## src/rtl/nt_subckt_bist_driver_pkg.sv

```systemverilog
// ============================================================================
// nt_bist_pkg : shared types and constants for the CUT BIST driver
// Revision    : 1.0
// ============================================================================
`default_nettype none

package nt_bist_pkg;

  localparam int          SIG_W         = 16;
  localparam logic [15:0] LFSR_TAPS     = 16'hB400;  // x^16+x^14+x^13+x^11+1
  localparam logic [15:0] SEED_ZERO_SUB = 16'hACE1;

  typedef enum logic [2:0] {
    ST_IDLE      = 3'd0,
    ST_RESET_DUT = 3'd1,
    ST_RUN       = 3'd2,
    ST_DRAIN     = 3'd3,
    ST_DONE      = 3'd4
  } state_e;

  function automatic logic [15:0] lfsr_step(input logic [15:0] v);
    return {v[14:0], ^(v & LFSR_TAPS)};
  endfunction

endpackage

`default_nettype wire

```

## src/rtl/nt_subckt_bist_driver_if.sv

```systemverilog
// ============================================================================
// nt_subckt_bist_driver_if : harness-side bus of the CUT BIST driver
// Revision                 : 1.0
// ============================================================================
`default_nettype none

interface nt_subckt_bist_driver_if
  import nt_bist_pkg::*;
#(
  parameter int N_IN  = 7,
  parameter int N_OUT = 1
);

  logic             start;
  logic [SIG_W-1:0] seed;
  logic [SIG_W-1:0] golden;
  logic [N_IN-1:0]  stim;
  logic             stim_valid;
  logic             dut_rst;
  logic [N_OUT-1:0] resp;
  logic             busy;
  logic             done;
  logic             pass;
  logic [SIG_W-1:0] signature;

  modport master (
    input  start, seed, golden, resp,
    output stim, stim_valid, dut_rst, busy, done, pass, signature
  );

  modport slave (
    output start, seed, golden, resp,
    input  stim, stim_valid, dut_rst, busy, done, pass, signature
  );

endinterface

`default_nettype wire

```

## src/rtl/nt_subckt_bist_driver_lfsr16.sv

```systemverilog
// ============================================================================
// nt_bist_lfsr16 : 16-bit Fibonacci shift register with load, enable and
//                  parallel XOR input (generator when xor_in=0, else MISR)
// Revision       : 1.0
// ============================================================================
`default_nettype none

module nt_bist_lfsr16
  import nt_bist_pkg::*;
(
  input  wire logic        clk,
  input  wire logic        rst,
  input  wire logic        load,
  input  wire logic [15:0] load_val,
  input  wire logic        en,
  input  wire logic [15:0] xor_in,
  output logic      [15:0] q
);

  logic [15:0] val_q, val_d;

  always_comb begin
    val_d = val_q;
    if (load)    val_d = load_val;
    else if (en) val_d = lfsr_step(val_q) ^ xor_in;
  end

  always_ff @(posedge clk) begin
    if (rst) val_q <= 16'h0000;
    else     val_q <= val_d;
  end

  assign q = val_q;

endmodule

`default_nettype wire

```

## src/rtl/nt_subckt_bist_driver.sv

```systemverilog
// ============================================================================
// nt_subckt_bist_driver : LFSR stimulus + MISR compaction BIST end for a CUT
// Revision              : 1.0
// ============================================================================
`default_nettype none

module nt_subckt_bist_driver
  import nt_bist_pkg::*;
#(
  parameter int N_IN      = 7,
  parameter int N_OUT     = 1,
  parameter int VEC_COUNT = 256,
  parameter int LAT       = 2
) (
  input  wire logic              CLK,
  input  wire logic              RST,
  nt_subckt_bist_driver_if.master bus
);

  localparam int CNT_W = $clog2(VEC_COUNT + LAT + 1);

  state_e           state_q, state_d;
  logic [CNT_W-1:0] cnt_q, cnt_d;
  logic [N_IN-1:0]  stim_q, stim_d;
  logic             stim_valid_q, stim_valid_d;
  logic             dut_rst_q, dut_rst_d;
  logic             busy_q, busy_d;
  logic             done_q, done_d;
  logic             pass_q, pass_d;
  logic [15:0]      signature_q, signature_d;
  logic [LAT-1:0]   cap_sr_q, cap_sr_d;

  logic        start_acc, gen_en, misr_en;
  logic [15:0] seed_eff, resp_ext, gen_q, misr_q, misr_after;
  logic        unused_gen_bits;

  nt_bist_lfsr16 u_gen (
    .clk(CLK), .rst(RST), .load(start_acc), .load_val(seed_eff),
    .en(gen_en), .xor_in(16'h0000), .q(gen_q)
  );

  nt_bist_lfsr16 u_misr (
    .clk(CLK), .rst(RST), .load(start_acc), .load_val(16'h0000),
    .en(misr_en), .xor_in(resp_ext), .q(misr_q)
  );

  assign unused_gen_bits = ^gen_q;

  always_comb begin
    start_acc  = (state_q == ST_IDLE) && bus.start;
    seed_eff   = (bus.seed == 16'h0000) ? SEED_ZERO_SUB : bus.seed;
    resp_ext   = 16'(bus.resp);
    misr_en    = cap_sr_q[LAT-1];
    // Value the MISR will hold after this edge; captured into signature on entering DONE.
    misr_after = misr_en ? (lfsr_step(misr_q) ^ resp_ext) : misr_q;

    state_d     = state_q;
    cnt_d       = cnt_q;
    gen_en      = 1'b0;
    signature_d = signature_q;
    pass_d      = pass_q;

    case (state_q)
      ST_IDLE: begin
        if (bus.start) begin
          state_d     = ST_RESET_DUT;
          cnt_d       = '0;
          signature_d = 16'h0000;
          pass_d      = 1'b0;
        end
      end
      ST_RESET_DUT: begin
        if (cnt_q == CNT_W'(1)) begin
          state_d = ST_RUN;
          cnt_d   = CNT_W'(1);
          gen_en  = 1'b1;
        end else begin
          cnt_d = cnt_q + CNT_W'(1);
        end
      end
      ST_RUN: begin
        if (cnt_q == CNT_W'(VEC_COUNT)) begin
          state_d = ST_DRAIN;
          cnt_d   = CNT_W'(1);
        end else begin
          cnt_d  = cnt_q + CNT_W'(1);
          gen_en = 1'b1;
        end
      end
      ST_DRAIN: begin
        if (cnt_q == CNT_W'(LAT)) begin
          state_d     = ST_DONE;
          signature_d = misr_after;
          pass_d      = (misr_after == bus.golden);
        end else begin
          cnt_d = cnt_q + CNT_W'(1);
        end
      end
      ST_DONE:  state_d = ST_IDLE;
      default:  state_d = ST_IDLE;
    endcase

    stim_d       = gen_en ? gen_q[N_IN-1:0] : '0;
    stim_valid_d = gen_en;
    dut_rst_d    = !((state_d == ST_RUN) || (state_d == ST_DRAIN));
    busy_d       = (state_d == ST_RESET_DUT) || (state_d == ST_RUN) || (state_d == ST_DRAIN);
    done_d       = (state_d == ST_DONE);
    cap_sr_d     = start_acc ? '0 : LAT'({cap_sr_q, stim_valid_q});
  end

  always_ff @(posedge CLK) begin
    if (RST) begin
      state_q      <= ST_IDLE;
      cnt_q        <= '0;
      stim_q       <= '0;
      stim_valid_q <= 1'b0;
      dut_rst_q    <= 1'b1;
      busy_q       <= 1'b0;
      done_q       <= 1'b0;
      pass_q       <= 1'b0;
      signature_q  <= 16'h0000;
      cap_sr_q     <= '0;
    end else begin
      state_q      <= state_d;
      cnt_q        <= cnt_d;
      stim_q       <= stim_d;
      stim_valid_q <= stim_valid_d;
      dut_rst_q    <= dut_rst_d;
      busy_q       <= busy_d;
      done_q       <= done_d;
      pass_q       <= pass_d;
      signature_q  <= signature_d;
      cap_sr_q     <= cap_sr_d;
    end
  end

  assign bus.stim       = stim_q;
  assign bus.stim_valid = stim_valid_q;
  assign bus.dut_rst    = dut_rst_q;
  assign bus.busy       = busy_q;
  assign bus.done       = done_q;
  assign bus.pass       = pass_q;
  assign bus.signature  = signature_q;

endmodule

`default_nettype wire
```

## src/flat_wrapper.sv

```systemverilog
// flat-port wrapper written by rule: the top's interface ports become plain ports
module nt_subckt_bist_driver_flat import nt_bist_pkg::*;
#(
  parameter int N_IN      = 7,
  parameter int N_OUT     = 1,
  parameter int VEC_COUNT = 256,
  parameter int LAT       = 2
)
  (CLK, RST, bus_start, bus_seed, bus_golden, bus_resp, bus_stim, bus_stim_valid, bus_dut_rst, bus_busy, bus_done, bus_pass, bus_signature);
  nt_subckt_bist_driver_if #(.N_IN(N_IN), .N_OUT(N_OUT)) bus_i ();
  input  wire logic CLK;
  input  wire logic RST;
  input wire logic [$bits(bus_i.start)-1:0] bus_start;
  input wire logic [$bits(bus_i.seed)-1:0] bus_seed;
  input wire logic [$bits(bus_i.golden)-1:0] bus_golden;
  input wire logic [$bits(bus_i.resp)-1:0] bus_resp;
  output wire logic [$bits(bus_i.stim)-1:0] bus_stim;
  output wire logic [$bits(bus_i.stim_valid)-1:0] bus_stim_valid;
  output wire logic [$bits(bus_i.dut_rst)-1:0] bus_dut_rst;
  output wire logic [$bits(bus_i.busy)-1:0] bus_busy;
  output wire logic [$bits(bus_i.done)-1:0] bus_done;
  output wire logic [$bits(bus_i.pass)-1:0] bus_pass;
  output wire logic [$bits(bus_i.signature)-1:0] bus_signature;
  assign bus_i.start = bus_start;
  assign bus_i.seed = bus_seed;
  assign bus_i.golden = bus_golden;
  assign bus_i.resp = bus_resp;
  assign bus_stim = bus_i.stim;
  assign bus_stim_valid = bus_i.stim_valid;
  assign bus_dut_rst = bus_i.dut_rst;
  assign bus_busy = bus_i.busy;
  assign bus_done = bus_i.done;
  assign bus_pass = bus_i.pass;
  assign bus_signature = bus_i.signature;
  nt_subckt_bist_driver #(.N_IN(N_IN), .N_OUT(N_OUT), .VEC_COUNT(VEC_COUNT), .LAT(LAT)) u_core (.CLK(CLK), .RST(RST), .bus(bus_i));
endmodule
```

## config.mk

```make
export PLATFORM = sky130hd
export DESIGN_NAME = nt_subckt_bist_driver_flat
export DESIGN_NICKNAME = d
export VERILOG_FILES = /design/src/rtl/nt_subckt_bist_driver_pkg.sv /design/src/rtl/nt_subckt_bist_driver_if.sv /design/src/rtl/nt_subckt_bist_driver_lfsr16.sv /design/src/rtl/nt_subckt_bist_driver.sv /design/src/flat_wrapper.sv
export SDC_FILE = /design/constraint.sdc
export NUM_CORES = 1
export LEC_CHECK = 0
export ABC_AREA = 1
export CAP_MARGIN = 10
export CORE_MARGIN = 2
export CORE_UTILIZATION = 52
export CTS_CLUSTER_SIZE = 14
export DETAILED_ROUTE_END_ITERATION = 16
export PLACE_DENSITY = 0.83
export REMOVE_ABC_BUFFERS = 1
export SLEW_MARGIN = 20
export SYNTH_ARGS = -nofsm -noshare
export SYNTH_HDL_FRONTEND = slang
export SYNTH_SLANG_ARGS = --single-unit
```

## constraint.sdc

```tcl
create_clock -name CLK -period 1.74 [get_ports CLK]
set_input_delay 0.435 -clock CLK [delete_from_list [all_inputs] [get_ports CLK]]
set_output_delay 0.435 -clock CLK [all_outputs]
set_load 0.01 [all_outputs]
```

==> flow_summary_export.csv, run 1 <==
group,metric,value,unit
timing,max_freq,585,MHz
timing,maxSlewViolCount,0,
floorplanning,dieArea,7400,um2
floorplanning,fp.dieW,86.0,um
worst_setup_path,cp_max_fo,2,
logic_synthesis,synth-async-reset-ratio,0,%
timing,hold_viol,0,
logic_synthesis,seq_area_frac_synth,42.3,%
clock_network,insertion_delay,0.35,ns
clock_network,path_clk_slew,0.08,ns
logic_synthesis,synthCells,502,
final_layout,final_util,74.1,%
placement,dp_cells,670,
logic_synthesis,synth_edf_count,0,
final_layout,drive_above_1_share,13.9,%
final_layout,final_nets,646,
floorplanning,initial_core_util,54.5,%
clock_network,root_buffer,"clkbuf_8",
global_route,grt_max_degree,35,
detailed_routing,wl_per_cell,12.8,um
worst_setup_path,cp.required,1.30,ns
worst_setup_path,path_class,"reg2out",
floorplanning,coreArea,6420,um2
floorplanning,io_pins,64,
global_route,first_global_vias,3493,
logic_synthesis,synth.most_common_cell,"nand2_1",
placement,dp_slack,-0.211,ns
logic_synthesis,ys_top_cells_by_area,"dfxtp_1, nand2_1, inv_1, nor2_1, nand3_1",
detailed_routing,first_pass_iters,4,
detailed_routing,drt_iter0_drc,237,
logic_synthesis,ys_ff_latch,74,
global_route,antenna_found_initial,0,
logic_synthesis,ys.flop_type,"dfxtp_1",
logic_synthesis,yosysTopAreaCell,"dfxtp_1",
worst_setup_path,cpPeakStageDelay,0.55,ns
detailed_routing,antenna_left,0,
pwr,intPower,2.88,mW
logic_synthesis,synth_cell_types,39,
worst_setup_path,end_kind,"output port",
logic_synthesis,synthesis.area,3500,um2
flow_run,cap_violations,0,
timing,rsz0062_at_grt,"no",
logic_synthesis,synth.top_cells.by_count,"nand2_1, dfxtp_1, inv_1, nor2_1, nand3_1",
worst_setup_path,crit_family,"buffers and inverters",
clock_network,clockBufferDepth,2,
pwr,comb_power_share,15.1,%
timing,max-slew-margin-rel,77.0,%
worst_setup_path,setup.worst_path.start_class,"flop",
status,status,"finished, final reports clean",
floorplanning,rows,29,
logic_synthesis,syn_area_per_cell,6.97,um2
clock_network,numCtsBuffers,9,
clock_network,cts_num_sinks,74,
final_layout,antenna_cells,0,
timing,worstMarginPinSlew,0.341,ns
pwr,p_seq_share,46.7,%
worst_setup_path,path_cells,"clkdlybuf4s50_1",
detailed_routing,vias,3566,
final_layout,instances_no_fill,687,
pwr,swShare,25.0,%
detailed_routing,drt_wl_total,8800,um
pwr,p_sw,0.960,mW
clock_network,h-tree-depth,3,
timing,period_minus_slack,1.71,ns
timing,setup_viol,0,
worst_setup_path,cp_slowest_cell,"clkdlybuf4s50_1",
global_route,gr-total-overflow,0,
final_layout,area_delta_synth_final,36.1,%
worst_hold_path,worstHoldPathType,"reg2reg",
pwr,powerDensity,807,nW/um2
worst_setup_path,path_buf_inv,1,
placement,port_buffers,63,
logic_synthesis,yosysTopAreaCellShare,42.3,%
pwr,total_power,3.84,mW
placement,dp_hpwl,6520,um
timing,fin_ws,0.0314,ns
detailed_routing,drc_errors,0,
logic_synthesis,synth_warnings,0,
timing,finalCritPeriodShare,98.2,%
placement,gp_congestion,0.838,
pwr,ir_drop,0.521,mV
clock_network,cts_tree,"yes",
pwr,p_leak,2.05,nW
global_route,grt_util_all_layers,24.9,%
floorplanning,fp.dieH,86.0,um
worst_setup_path,crit_arrival,1.27,ns
detailed_routing,vias_per_cell,5.19,
global_route,grt_pass1_wl,14700,um
pwr,clkPwrFrac,38.1,%
timing,fin_worst_skew,0.0108,ns
-- layout make-up --
type,count,area [um2]
flip-flops and latches,74,1480
multi-input cells,344,1690
inverters,69,262
clock inverters,4,76.3
clock buffers,11,141
repair buffers,108,1010
fillers,464,1660
well taps,77,96.3
-- worst paths after layout --
check	startpoint	end	slack, ns	cells past startpoint
max	u_core.bus.pass	bus_pass	0.03	1
min	u_core.cap_sr_q[0]	u_core.cap_sr_q[1]	0.42	2
max reg2reg	u_core.cnt_q[4]	u_core.u_gen.q[5]	0.12	10
min reg2reg	u_core.cap_sr_q[0]	u_core.cap_sr_q[1]	0.42	2
-- routing by layer --
layer | track usage (%) | vias up | share of wire (%)
li1 | - | 1806 | -
met1 | 29.1 | 1620 | 43
met2 | 44.1 | 128 | 49
met3 | 5.97 | 12 | 5.9
met4 | 9.24 | 0 | 1.6
met5 | 0 | - | 0
-- cells by family (layout without fill, tap and decap cells) --
kind of cell / count (synthesis) / in the layout / share of synthesized area [%]
simple gates: 262 / 263 / 32.9
buf+inv: 85 / 192 / 9.87
flops: 74 / 74 / 42.3
compound gates: 72 / 72 / 12.2
xor+xnor: 5 / 5 / 1.25
fa+ha+maj: 4 / 4 / 1.43
-- placed cells by master, fill, tap and decap left out, drive strengths merged --
cell	instances
clkinv	1
o21ai	30
a211oi	1
o221ai	1
inv	69
buf	45
nor3	3
a41oi	1
bufinv	2
o22ai	19
clkdlybuf4s50	62
clkbuf	11
xnor2	3
nand4	1
dfxtp	74
a31oi	5
nor3b	2
nand3	33
o211ai	2
nand3b	6
a21oi	13
or2	1
nor2	57
clkinvlp	1
xor2	2
dlymetal6s2s	1
nand2	158
nor4	2
ha	4
-- sequential cells by signal, summed over array words and instances (netlist names), 2 cells and up --
signal                cells
u_core.cap_sr_q           2
u_core.cnt_q              9
u_core.state_q            3
u_core.bus.stim           7
u_core.u_misr.q          16
u_core.u_gen.q           16
u_core.bus.signature     16
-- through the flow --
stage,setup TNS [ns],instance area (um2),hold WS (ns)
floorplan,-0.0827,3410,0.394
global placement,-1.57,4490,0.400
detailed placement,-2.68,4490,0.409
CTS,0,4710,0.417
global route,0,4760,0.414
finish,0,4760,0.415
-- power groups by stage --
stage / sequential (mW) / clock (mW) / combinational, mW
after CTS: 1.79 / 1.47 / 0.570
after global placement: 1.83 / 0 / 0.547
after floorplan: 1.83 / 0 / 0.276
after global routing: 1.80 / 1.56 / 0.637
after detailed placement: 1.83 / 0 / 0.566
final: 1.80 / 1.46 / 0.582
-- timing repair --
item / CTS / global route
endpoints found under the setup margin: 0 / 14
setup buffers: 0 / 1
hold buffers: 0 / 0
resized for setup: 0 / 9
(Power assumes the default switching activity.)
==> inputs of run 2 (changes only) <==
Settings changed: CORE_ASPECT_RATIO set to 1.75, PLACE_DENSITY 0.83 to not set, PLACE_DENSITY_LB_ADDON set to 0.08.
==> flow_summary_export.csv, run 2 (synthesized netlist as in run 1, its figures left out) <==
group,metric,value,unit
final_layout,num-fill-cells,544,
clock_network,root_buffer,"clkbuf_16",
clock_network,insertion_delay,0.33,ns
pwr,total_power,4.20,mW
final_layout,multiInputGateArea,1690,um2
floorplanning,dieArea,7430,um2
status,status,"finished, final reports clean",
global_route,antenna_found_initial,0,
placement,dp_cells,668,
worst_hold_path,worstHoldPathType,"reg2reg",
placement,gp_congestion,0.839,
final_layout,area_delta_synth_final,36.6,%
worst_setup_path,path_class,"reg2out",
worst_setup_path,cp_max_fo,2,
worst_setup_path,end_kind,"output port",
timing,maxSlewViolCount,0,
worst_setup_path,cp_slowest_cell,"clkdlybuf4s50_1",
floorplanning,rows,39,
timing,max-slew-margin-rel,73.3,%
global_route,grt_max_degree,35,
flow_run,cap_violations,0,
global_route,first_global_vias,3340,
pwr,p_leak,2.03,nW
final_layout,seq_area,1480,um2
global_route,grt_pass1_wl,14500,um
timing,period_minus_slack,1.67,ns
clock_network,path_clk_slew,0.05,ns
timing,hold_viol,0,
final_layout,final_common_cell,"nand2_1",
global_route,grt_util_all_layers,25.2,%
detailed_routing,drc_errors,0,
worst_setup_path,cpPeakStageDelay,0.55,ns
final_layout,final_cell_mix,"nand2_1, dfxtp_1, inv_1",
floorplanning,coreArea,6540,um2
placement,placed_cell_area,4450,um2
timing,rsz0062_at_grt,"yes",
pwr,powerDensity,878,nW/um2
placement,dp_slack,-0.263,ns
final_layout,final_nets,638,
detailed_routing,vias,3495,
final_layout,final_util,73.1,%
detailed_routing,drt_wl_total,8760,um
global_route,gr-total-overflow,0,
floorplanning,io_pins,64,
final_layout,drive_above_1_share,12.8,%
detailed_routing,antenna_left,0,
timing,holdWs,0.440,ns
worst_setup_path,path_buf_inv,1,
timing,worstMarginPinSlew,0.397,ns
worst_setup_path,path_cells,"clkdlybuf4s50_1",
detailed_routing,first_pass_iters,4,
floorplanning,fp.dieH,113,um
timing,finalCritPeriodShare,95.7,%
timing,setup_viol,0,
timing,tns,0,ns
floorplanning,fp.dieW,66,um
clock_network,hold_buffers,0,
clock_network,clockBufferDepth,2,
worst_setup_path,setup.worst_path.start_class,"flop",
clock_network,numCtsBuffers,9,
final_layout,instances_no_fill,685,
detailed_routing,wl_per_cell,12.8,um
final_layout,fin_area,4780,um2
timing,max_freq,601,MHz
placement,port_buffers,63,
pwr,ir_drop,0.737,mV
worst_setup_path,crit_arrival,1.23,ns
timing,fin_worst_skew,0.00566,ns
worst_setup_path,crit_family,"buffers and inverters",
detailed_routing,drt_iter0_drc,211,
final_layout,antenna_cells,0,
clock_network,cts_tree,"yes",
clock_network,cts_num_sinks,74,
timing,fin_ws,0.0749,ns
clock_network,h-tree-depth,3,
detailed_routing,vias_per_cell,5.10,
placement,dp_hpwl,6610,um
worst_setup_path,cp.required,1.30,ns
floorplanning,initial_core_util,53.5,%
## run 2: cell type report
class                   count  area share, %
multi-input cells         343           35.3
clock buffers              14           5.53
clock inverters             2          0.733
flip-flops and latches     74           31.1
inverters                  69           5.42
well taps                  82           2.15
repair buffers            101           19.8
## run 2: timing repair
action | CTS | global route
setup buffers | 0 | 1
resized for setup | 0 | 10
setup endpoints to repair | 0 | 25
hold endpoints to repair | 0 | 0
## run 2: where the power goes
| part | switching (mW) | total [mW] | leakage (nW) | internal, mW |
|---|---|---|---|---|
| logic | 0.281 | 0.540 | 1.28 | 0.260 |
| registers | 0.0407 | 1.80 | 0.601 | 1.76 |
| clock network | 0.668 | 1.86 | 0.147 | 1.19 |
| total | 0.990 | 4.20 | 2.03 | 3.21 |
## run 2: path summary, 6_finish.rpt
kind / startpoint / to / slack (ns) / cells past startpoint
setup / recovery: u_core.bus.pass / bus_pass / 0.07 / 1
hold / removal: u_core.u_gen.q[6] / u_core.bus.stim[6] / 0.44 / 2
setup reg to reg: u_core.cnt_q[4] / u_core.cnt_q[7] / 0.10 / 9
hold reg to reg: u_core.u_gen.q[6] / u_core.bus.stim[6] / 0.44 / 2
## run 2: worst min-delay path, delay by kind of cell (launching register included)
kind                   cells  cell delay (ns)
buffers and inverters      1             0.06
DFF                        1             0.29
and+or+nand+nor            1             0.04
## run 2: layer usage
| metal | up-vias | global-route usage, % | share of wire, % |
|---|---|---|---|
| met2 | 75 | 49.6 | 57 |
| met1 | 1612 | 24.6 | 37 |
| met4 | 0 | 8.84 | 2.0 |
| met5 | - | 0 | 0 |
| li1 | 1790 | - | - |
| met3 | 18 | 5.51 | 3.7 |
